[src/rtl/freq_pkg.sv]
// rtl/freq_pkg.sv - shared types and constants for the frequency counter stages
package freq_pkg;

    typedef enum logic [1:0] {
        STABLE_LOW  = 2'd0,
        PEND_HIGH   = 2'd1,
        STABLE_HIGH = 2'd2,
        PEND_LOW    = 2'd3
    } filt_state_t;

    localparam int GLITCH_W   = 16;
    localparam int CLOCK_FREQ = 50000000;

endpackage

[src/rtl/sync_chain.sv]
// rtl/sync_chain.sv - single-bit multi-flop synchronizer with async reset
module sync_chain #(
    parameter int STAGES = 2
) (
    input  logic clk,
    input  logic rst,
    input  logic d,
    output logic q
);

    logic [STAGES-1:0] chain;

    always_ff @(posedge clk or posedge rst) begin
        if (rst) begin
            chain <= '0;
        end else begin
            chain <= {chain[STAGES-2:0], d};
        end
    end

    assign q = chain[STAGES-1];

endmodule

[src/rtl/signal_conditioner.sv]
// rtl/signal_conditioner.sv - synchronizer, glitch filter, edge strobes, loss-of-signal and glitch stats
module signal_conditioner
    import freq_pkg::*;
#(
    parameter int          SYNC_STAGES    = 2,
    parameter int          FILTER_LEN     = 4,
    parameter int unsigned TIMEOUT_CYCLES = 50000000
) (
    input  logic                clk,
    input  logic                rst,
    input  logic                enable,
    input  logic                clear_stats,
    input  logic                raw_in,
    output logic                sig_out,
    output logic                rise_pulse,
    output logic                fall_pulse,
    output logic                signal_lost,
    output logic [GLITCH_W-1:0] glitch_count
);

    localparam int FCW = (FILTER_LEN > 1) ? $clog2(FILTER_LEN) : 1;
    localparam logic [FCW-1:0] FCNT_LAST = FCW'(FILTER_LEN - 1);
    localparam logic [FCW-1:0] FCNT_ONE  = FCW'(1);
    localparam logic [31:0]    TMAX      = TIMEOUT_CYCLES;

    logic        s;
    filt_state_t state;
    logic [FCW-1:0] fcnt;
    logic [31:0] tcnt;

    logic differ;
    logic pend;
    logic accept;
    logic glitch;
    logic rise_accept;

    sync_chain #(
        .STAGES(SYNC_STAGES)
    ) u_sync (
        .clk (clk),
        .rst (rst),
        .d   (raw_in),
        .q   (s)
    );

    // Comparing against sig_out rather than the state name keeps STABLE/PEND symmetric.
    assign differ      = s ^ sig_out;
    assign pend        = (state == PEND_HIGH) || (state == PEND_LOW);
    assign accept      = enable && differ &&
                         ((!pend && (FILTER_LEN == 1)) || (pend && (fcnt == FCNT_LAST)));
    assign glitch      = enable && pend && !differ;
    assign rise_accept = accept && s;

    always_ff @(posedge clk or posedge rst) begin
        if (rst) begin
            state      <= STABLE_LOW;
            fcnt       <= '0;
            sig_out    <= 1'b0;
            rise_pulse <= 1'b0;
            fall_pulse <= 1'b0;
        end else begin
            rise_pulse <= accept && s;
            fall_pulse <= accept && !s;
            if (!enable || glitch) begin
                state <= sig_out ? STABLE_HIGH : STABLE_LOW;
                fcnt  <= '0;
            end else if (accept) begin
                sig_out <= s;
                state   <= s ? STABLE_HIGH : STABLE_LOW;
                fcnt    <= '0;
            end else if (differ) begin
                if (!pend) begin
                    state <= s ? PEND_HIGH : PEND_LOW;
                    fcnt  <= FCNT_ONE;
                end else begin
                    fcnt <= fcnt + FCNT_ONE;
                end
            end
        end
    end

    // A rise on the expiry edge clears the counter first, so signal_lost never pulses.
    always_ff @(posedge clk or posedge rst) begin
        if (rst) begin
            tcnt        <= '0;
            signal_lost <= 1'b0;
        end else if (!enable || rise_accept) begin
            tcnt        <= '0;
            signal_lost <= 1'b0;
        end else if (tcnt != TMAX) begin
            tcnt <= tcnt + 32'd1;
            if (tcnt + 32'd1 == TMAX) begin
                signal_lost <= 1'b1;
            end
        end
    end

    always_ff @(posedge clk or posedge rst) begin
        if (rst) begin
            glitch_count <= '0;
        end else if (clear_stats) begin
            glitch_count <= '0;
        end else if (glitch && (glitch_count != '1)) begin
            glitch_count <= glitch_count + 1'b1;
        end
    end

endmodule
[config.mk]
export PLATFORM = sky130hd
export DESIGN_NAME = signal_conditioner
export DESIGN_NICKNAME = d
export VERILOG_FILES = /design/src/rtl/freq_pkg.sv /design/src/rtl/sync_chain.sv /design/src/rtl/signal_conditioner.sv
export SDC_FILE = /design/constraint.sdc
export NUM_CORES = 1
export LEC_CHECK = 0
export CAP_MARGIN = 0
export CORE_AREA = 2 2 92 94
export CTS_CLUSTER_SIZE = 28
export DETAILED_ROUTE_END_ITERATION = 10
export DIE_AREA = 0 0 94 96
export PLACE_DENSITY = 0.69
export SETUP_SLACK_MARGIN = 0.15
export SYNTH_ARGS = -nofsm -noshare
export SYNTH_HDL_FRONTEND = slang
export SYNTH_SLANG_ARGS = --single-unit
[constraint.sdc]
create_clock -name clk -period 4.6 [get_ports clk]
set_input_delay 0.92 -clock clk [delete_from_list [all_inputs] [get_ports clk]]
set_output_delay 0.92 -clock clk [all_outputs]
set_load 0.05 [all_outputs]
==> results of run 1 <==
[stage by stage]
stage	cell area, µm²	power, mW	util [%]
floorplan	3298	0.5558	-
global placement	3560	0.5673	44.21
detailed placement	3560	0.5686	44.21
CTS	3771	1.078	46.84
global route	3771	1.110	46.84
finish	3771	1.063	46.84
[cells in the final DEF, fill, tap and decap left out, types with 2 or more instances in the layout]
cell	synthesis	final
sky130_fd_sc_hd__a21oi_1	11	11
sky130_fd_sc_hd__a31oi_1	4	4
sky130_fd_sc_hd__and3_1	7	7
sky130_fd_sc_hd__and3_2	4	4
sky130_fd_sc_hd__and4_1	4	4
sky130_fd_sc_hd__and4_4	2	2
sky130_fd_sc_hd__bufinv_16	0	2
sky130_fd_sc_hd__clkbuf_1	6	2
sky130_fd_sc_hd__clkbuf_8	3	9
sky130_fd_sc_hd__clkdlybuf4s50_1	0	24
sky130_fd_sc_hd__clkinvlp_4	0	2
sky130_fd_sc_hd__dfrtp_1	57	57
sky130_fd_sc_hd__ha_1	7	7
sky130_fd_sc_hd__inv_1	6	5
sky130_fd_sc_hd__mux2i_1	6	6
sky130_fd_sc_hd__nand2_1	29	29
sky130_fd_sc_hd__nand2b_1	6	6
sky130_fd_sc_hd__nand3_1	15	15
sky130_fd_sc_hd__nand4_1	15	15
sky130_fd_sc_hd__nand4_2	2	2
sky130_fd_sc_hd__nor2_1	53	53
sky130_fd_sc_hd__nor3_1	3	3
sky130_fd_sc_hd__nor3_2	2	2
sky130_fd_sc_hd__nor3b_1	2	2
sky130_fd_sc_hd__nor4_1	5	5
sky130_fd_sc_hd__nor4b_1	3	3
sky130_fd_sc_hd__o21ai_0	10	10
sky130_fd_sc_hd__or3_1	8	8
sky130_fd_sc_hd__or3b_1	2	2
sky130_fd_sc_hd__xnor2_1	20	20
sky130_fd_sc_hd__xor2_1	22	22
[area by class of cell]
| type | instances | area (µm²) |
|---|---|---|
| timing repair buffer | 25 | 247.7 |
| sequential | 57 | 1426 |
| tap | 105 | 131.4 |
| clock buffer | 11 | 131.4 |
| inverter | 6 | 22.52 |
| clock inverter | 5 | 80.08 |
| fill | 778 | 4280 |
| multi-input combinational | 264 | 1732 |
[cells by family after synthesis]
group / synth area share (%)
adder cells (fa/ha/maj): 2.655
buffers and inverters: 4.249
XOR/XNOR: 11.15
flip-flops: 43.25
multiplexers: 2.276
AND/OR/NAND/NOR: 29.10
AO/OA/AOI/OAI: 7.322
[power by group]
group          total [mW]  internal [mW]  switching (mW)
Sequential          0.515          0.506         0.00846
Combinational      0.0436         0.0144          0.0292
Clock               0.505          0.304           0.201
Total                1.06          0.825           0.239
[critical path: cells and delay by family]
kind / cells / cell delay (ns)
buffers and inverters: 1 / 0.59
and+or+nand+nor: 4 / 0.93
AOI/OAI and AO/OA: 2 / 0.47
[registers in the layout, summed over array words and instances, names as in the netlist]
name	flops
signal_lost	1
glitch_count	16
tcnt	32
fall_pulse	1
fcnt	2
state	1
u_sync.chain	2
rise_pulse	1
sig_out	1
[routing by layer]
layer	GRT usage [%]	vias up	part of all wire (%)
li1	-	1249	-
met1	21.68	1235	46
met2	26.85	51	46
met3	4.464	16	5.2
met4	7.488	0	2.3
met5	0	-	0
[cells in the mapped netlist (2+ instances only)]
library cell / count
sky130_fd_sc_hd__nor4b_1: 3
sky130_fd_sc_hd__o21ai_0: 10
sky130_fd_sc_hd__buf_2: 2
sky130_fd_sc_hd__and3_1: 7
sky130_fd_sc_hd__nor2_1: 53
sky130_fd_sc_hd__buf_4: 4
sky130_fd_sc_hd__or3_1: 8
sky130_fd_sc_hd__and4_1: 4
sky130_fd_sc_hd__nand4_2: 2
sky130_fd_sc_hd__nor4_1: 5
sky130_fd_sc_hd__ha_1: 7
sky130_fd_sc_hd__and3_2: 4
sky130_fd_sc_hd__clkbuf_1: 6
sky130_fd_sc_hd__nand3_1: 15
sky130_fd_sc_hd__nor3_2: 2
sky130_fd_sc_hd__a21oi_1: 11
sky130_fd_sc_hd__mux2i_1: 6
sky130_fd_sc_hd__nand2b_1: 6
sky130_fd_sc_hd__nand4_1: 15
sky130_fd_sc_hd__a31oi_1: 4
sky130_fd_sc_hd__inv_1: 6
sky130_fd_sc_hd__clkbuf_2: 2
sky130_fd_sc_hd__and4_4: 2
sky130_fd_sc_hd__xor2_1: 22
sky130_fd_sc_hd__xnor2_1: 20
sky130_fd_sc_hd__or3b_1: 2
sky130_fd_sc_hd__nand2_1: 29
sky130_fd_sc_hd__nor3_1: 3
sky130_fd_sc_hd__nor3b_1: 2
sky130_fd_sc_hd__dfrtp_1: 57
sky130_fd_sc_hd__clkbuf_8: 3
[worst max path at each step]
| stage | to | slack [ns] | depth (start not counted) |
|---|---|---|---|
| global route | signal_lost$_DFFE_PP0P_ | 1.68 | 11 |
| detailed placement | tcnt[10]$_DFFE_PP0P_ | 1.57 | 7 |
| finish | glitch_count[15]$_DFFE_PP0P_ | 1.95 | 7 |
| floorplan | glitch_count[11]$_DFFE_PP0P_ | 2.23 | 7 |
| CTS | tcnt[10]$_DFFE_PP0P_ | 1.94 | 7 |
| global placement | tcnt[28]$_DFFE_PP0P_ | 1.65 | 7 |
==> results.md, run 1 <==
- Result of the run: finished, final reports clean
- Core ar.: just over 8000 µm²
- Final net count: ~380
- Worst min-delay path startpoint: u_sync.chain[0]$_DFF_PP0_
- Die area: about 9000 µm²
- Data arrival time of the worst path: 2.91 ns
- Clock insertion delay at the later pin of the skew report: around 0.35 ns
- Kind of capture point of the worst setup path: register
- Length in cells of the worst reg-to-reg path: 8
- Pre-Repair DR Iteration Count: 4
- Buffer depth of the longest clock path: 2
- Area share of the largest cell type after synthesis: between 40% and 50%
- Power Density: about 280 nW/µm²
- Cells on Worst Hold Path: 0
- Final setup margin: about 2.0 ns
- Worst-path cell with the longest stage delay: sky130_fd_sc_hd__clkdlybuf4s50_1
- Clock slew at reported path FFs: 0.07 ns
- Non-filler cells, final: around 470
- Hold Crit Class: reg2reg
- Relative slew slack: 54.09%
- DRC violation total after the first TritonRoute iteration: 129
- Synthesized cell area: approximately 3300 µm²
- Combined global-route utilization of all metal layers: around 17%
- Post-CTS setup-driven buffer insertion count: 0
- Ratio of cells with drive above 1 in the final layout: a little over 10%
- Initial Utilization: 40.96%
- Buffers added on ports: 24
- EDFF count, synth: 0
- Clk sinks: between 50 and 60
- Cell types with the largest area share after synthesis: sky130_fd_sc_hd__dfrtp_1 43%, sky130_fd_sc_hd__nor2_1 6.0%, sky130_fd_sc_hd__xor2_1 5.8%, sky130_fd_sc_hd__xnor2_1 5.3%, sky130_fd_sc_hd__nand2_1 3.3%
- Number of clock buffers inserted by TritonCTS: 9
- Average footprint of a synthesized cell: approximately 9.6 µm²
- Clock skew after layout: about 0.011 ns
- Endpoint of the most critical register-to-register path: signal_lost$_DFFE_PP0P_
- Average detailed-routed wire length per instance: around 14 µm
- Global-route congestion overflow total: 0
- Wire length of the first global-routing pass: roughly 12000 µm
- Start of the worst register-to-register path: tcnt[1]$_DFFE_PP0P_
- Horizontal extent of the die: 94 µm
- Final Slew Violations: 0
- Final count of hold timing violations: 0
- Number of antenna cells inserted: 0
- Number of antenna violations at the first check in global routing: 0
- RePlAce Congestion: approximately 0.86
- Setup repair after global routing missed its margin: false
- Worst-margin pin slew: about 0.68 ns
- Startpoint type of the worst setup path: input pin
- Max-cap viol count: 0
- DRC viols: 0
- Post-detailed-route count of antenna-violating nets: 0
- Number of synthesized register bits: 57
- Std cell rows: 33
- Synth warn: 0
- Wirelength, routed: just under 7000 µm
- FFs w/ async S/R, synth: between 90% and 100%
- Maximum number of pins on one net before global-route repair: 33
- Total number of vias: about 2600
- Via-to-Cell Ratio: ~5.4
- Flop2flop setup slack: a little over 2 ns
- Number of instances resized during post-cts repair: 0
- Final-layout worst hold slack: 0.3608 ns
- Worst-path cell chain: clkdlybuf4s50_1 -> nand3_1 -> a41oi_4 -> and3_1 -> nand2_1 -> or3_1 -> a21oi_1
- Setup crit start: enable
- Time the final worst path needs with I/O delays and setup: approximately 2.6 ns
- End of the worst hold path: u_sync.chain[1]$_DFF_PP0_
- Worst Setup Path Type: in2reg
- Leakage power: approximately 1.6 nW
- Total negative slack for setup checks: 0 ns
- Area added between synthesis and finish: 14.34%
- Final critical-path share of the clock period: between 50% and 60%
- Share of synthesized area occupied by flip-flops and latches: between 40% and 50%
- Cell accounting for the most synthesized area: sky130_fd_sc_hd__dfrtp_1
- Required time of the critical path: around 4.9 ns
- Number of nets in the synthesized netlist: between 300 and 400
- Dominant register cell in the synthesized netlist: sky130_fd_sc_hd__dfrtp_1
- Via count of the first global-routing pass: about 2500
- Number of distinct standard cells referenced by the synthesized netlist: between 50 and 60
- Clk root buf: sky130_fd_sc_hd__clkbuf_8
- TritonCTS clock tree: built
- Die boundary height: 96 µm
- Synth Instances: around 350
- Number of H-tree branching levels: 3
- Delay of the slowest critical-path stage: between 0.5 and 0.6 ns
- Final setup violation count: 0
- Placed Instances: around 460
- Number of hold-repair buffers added at the cts stage: 0
- Largest fanout of any net on the critical path: 7
- Peak supply drop: roughly 0.22 mV
- DP HPWL: between 4000 and 5000 µm
- Fmax achieved: between 300 and 400 MHz
- Top-level I/O count: 25
- Worst slack after detailed placement: 1.570 ns
Note: power is estimated with default switching activity, not from simulation.
==> inputs of run 2 (changes only) <==
==> constraint.sdc (replaced) <==
create_clock -name clk -period 2.75 [get_ports clk]
set_input_delay 0.55 -clock clk [delete_from_list [all_inputs] [get_ports clk]]
set_output_delay 0.55 -clock clk [all_outputs]
set_load 0.05 [all_outputs]
==> run 2 against run 1 <==
- combinational power increased by 77%
- sequential power increased by 67%
- register-to-register slack got worse by 1.7 ns
- worst setup slack got worse by 1.6 ns
- sequential share of layout area decreased by 0.50 points
- critical endpoint is now signal_lost$_DFFE_PP0P_
- critical path type is now reg2reg
- global-route usage decreased by 0.46 points
- clock power increased by 76%
- hold slack got worse by 0.0095 ns
- final area increased by 1.5%
- largest power group is now the clock network
- sequential cell count unchanged
==> results.md, run 2 (synthesis results as in run 1) <==
- Area of placed instances: 3597 µm² (+1.1%)
- Final Slew Violations: 0 (unchanged)
- Start of the worst register-to-register path: tcnt[1]$_DFFE_PP0P_
- Ratio of cells with drive above 1 in the final layout: 12.33% (+2.3 points)
- Filler cells: 769 (-1.2%)
- Time the final worst path needs with I/O delays and setup: between 2 and 2.5 ns
- Hold Crit Class: reg2reg
- Most frequent cells in the layout: 55 x sky130_fd_sc_hd__dfrtp_1, 53 x sky130_fd_sc_hd__nor2_1, 29 x sky130_fd_sc_hd__nand2_1
- Buffers added on ports: 24 (unchanged)
- Final count of hold timing violations: 0 (unchanged)
- Worst Setup Path Type: reg2reg
- Number of H-tree branching levels: 3 (unchanged)
- Clock insertion delay at the later pin of the skew report: 0.33 ns (-0.02 ns)
- Worst slack after detailed placement: 0.2902 ns (-1.280 ns)
- Final setup margin: 0.3925 ns (-1.561 ns)
- TritonCTS clock tree: built
- Final critical-path share of the clock period: 85.73%
- Via count of the first global-routing pass: 2398 (-4.2%)
- Die area: 9024 µm² (unchanged)
- DRC violation total after the first TritonRoute iteration: 133 (+3.1%)
- Number of instances resized during post-cts repair: 0 (unchanged)
- Clk root buf: sky130_fd_sc_hd__clkbuf_8
- Commonest non-fill, non-tap cell in the layout: sky130_fd_sc_hd__dfrtp_1
- Number of hold-repair buffers added at the cts stage: 0 (unchanged)
- Core ar.: 8051 µm² (unchanged)
- Peak supply drop: 0.3001 mV (+34%)
- Number of flip-flops in the largest register: 32 (unchanged)
- Combined global-route utilization of all metal layers: 16.40% (-0.46 points)
- Initial Utilization: 40.96% (unchanged)
- Pre-Repair DR Iteration Count: 5 (+1)
- Buffer depth of the longest clock path: 2 (unchanged)
- M3 GR Usage: 4.620% (+0.16 points)
- DRC viols: 0 (unchanged)
- Horizontal extent of the die: 94 µm (unchanged)
- Met2 track utilization from global routing: 26.01% (-0.83 points)
- Largest fanout of any net on the critical path: 9 (+2)
- Via-to-Cell Ratio: 5.354 (-0.74%)
- Top-level I/O count: 25 (unchanged)
- Kind of capture point of the worst setup path: register
- Clock skew after layout: 0.01024 ns (-0.0006431 ns)
- Largest regs: tcnt: 32 flops, glitch_count: 16 flops
- Total number of vias: 2559 (+0.31%)
- Final standard cell utilization of the core: 47.55% (+0.71 points)
- Result of the run: finished, final reports clean
- Total negative slack for setup checks: 0 ns (unchanged)
- Power Density: 477.2 nW/µm² (+69%)
- Post-detailed-route count of antenna-violating nets: 0 (unchanged)
- Clock slew at reported path FFs: 0.06 ns (about the same)
- DP HPWL: 4825 µm (+2.1%)
- Max-cap viol count: 0 (unchanged)
- Number of antenna cells inserted: 0 (unchanged)
- Most used routing layer in global routing: met2
- Post-CTS setup-driven buffer insertion count: 0 (unchanged)
- Data arrival time of the worst path: 2.62 ns (-0.29 ns)
- Relative slew slack: 52.32% (-1.8 points)
- Number of clock buffers inserted by TritonCTS: 9 (unchanged)
- Setup crit start: tcnt[1]$_DFFE_PP0P_
- Non-Filler Cell Area, Final: 3829 µm² (+1.5%)
- Std cell rows: 33 (unchanged)
- Required time of the critical path: 3.01 ns (-1.85 ns)
- Number of antenna violations at the first check in global routing: 0 (unchanged)
- Leakage power: 1.601 nW (+2.5%)
- Average detailed-routed wire length per instance: 14.29 µm (+0.50%)
- Startpoint type of the worst setup path: register
- PnR Total Power: 1.827 mW (+72%)
- Maximum number of pins on one net before global-route repair: 23 (-30%)
- Setup repair after global routing missed its margin: false
- RePlAce Congestion: 0.8784 (+1.8%)
- Worst-margin pin slew: 0.7053 ns (+0.02623 ns)
- Met1 global-route usage: 21.82% (+0.13 points)
- Fmax achieved: 424.2 MHz
- Wirelength, routed: 6830 µm (+1.6%)
- Die boundary height: 96 µm (unchanged)
- Final net count: 380 (+1.3%)
- Wire length of the first global-routing pass: 11590 µm (-1.1%)
- Clk sinks: 57 (unchanged)
- Area added between synthesis and finish: 16.08%
- Register with the highest flop count: tcnt
- Global-route congestion overflow total: 0 (unchanged)
- Final setup violation count: 0 (unchanged)
- Worst min-delay path startpoint: u_sync.chain[0]$_DFF_PP0_
-- run 2: layout make-up --
cell class | count | area, µm² | area share, %
Clock buffer | 11 | 151.4 | 3.954
Clock inverter | 5 | 77.57 | 2.026
Inverter | 6 | 22.52 | 0.5882
Multi-Input combinational cell | 264 | 1732 | 45.23
Sequential cell | 57 | 1429 | 37.32
Tap cell | 105 | 131.4 | 3.431
Timing Repair Buffer | 30 | 285.3 | 7.451
-- run 2: power by group --
part	internal (mW)	switching [mW]
Sequential	0.847	0.0145
Clock	0.556	0.332
Combinational	0.0272	0.0500
-- run 2: per-stage QoR --
step	std cells	hold slack, ns
2_1_floorplan	345	0.3312
5_1_grt	478	0.3554
6_report	478	0.3513
4_1_cts	478	0.3545
3_3_place_gp	462	0.3362
3_5_place_dp	462	0.3395
-- run 2: critical path, cell delays in order, from the launching register on --
cell	delay [ns]
sky130_fd_sc_hd__dfrtp_2	0.45
sky130_fd_sc_hd__ha_1	0.27
sky130_fd_sc_hd__and3_1	0.27
sky130_fd_sc_hd__mux2i_1	0.22
sky130_fd_sc_hd__a41oi_1	0.13
sky130_fd_sc_hd__or4_1	0.46
sky130_fd_sc_hd__nor4_1	0.20
sky130_fd_sc_hd__o2111ai_1	0.16
sky130_fd_sc_hd__o21ai_1	0.14
-- run 2: final timing paths --
check | to | slack (ns) | depth (start not counted)
setup / recovery | signal_lost$_DFFE_PP0P_ | 0.39 | 8
hold / removal | u_sync.chain[1]$_DFF_PP0_ | 0.35 | 0
setup reg to reg | signal_lost$_DFFE_PP0P_ | 0.39 | 8
hold reg to reg | u_sync.chain[1]$_DFF_PP0_ | 0.35 | 0
max in group asynchronous | tcnt[23]$_DFFE_PP0P_ | 1.62 | 3
min in group asynchronous | state[0]$_DFFE_PP0P_ | 0.51 | 2
-- run 2: layer usage --
| layer | wire [µm] | up-vias |
|---|---|---|
| li1 | - | 1256 |
| met1 | 3301 | 1254 |
| met2 | 3183 | 41 |
| met3 | 262 | 8 |
| met4 | 82 | 0 |
| met5 | 0 | - |
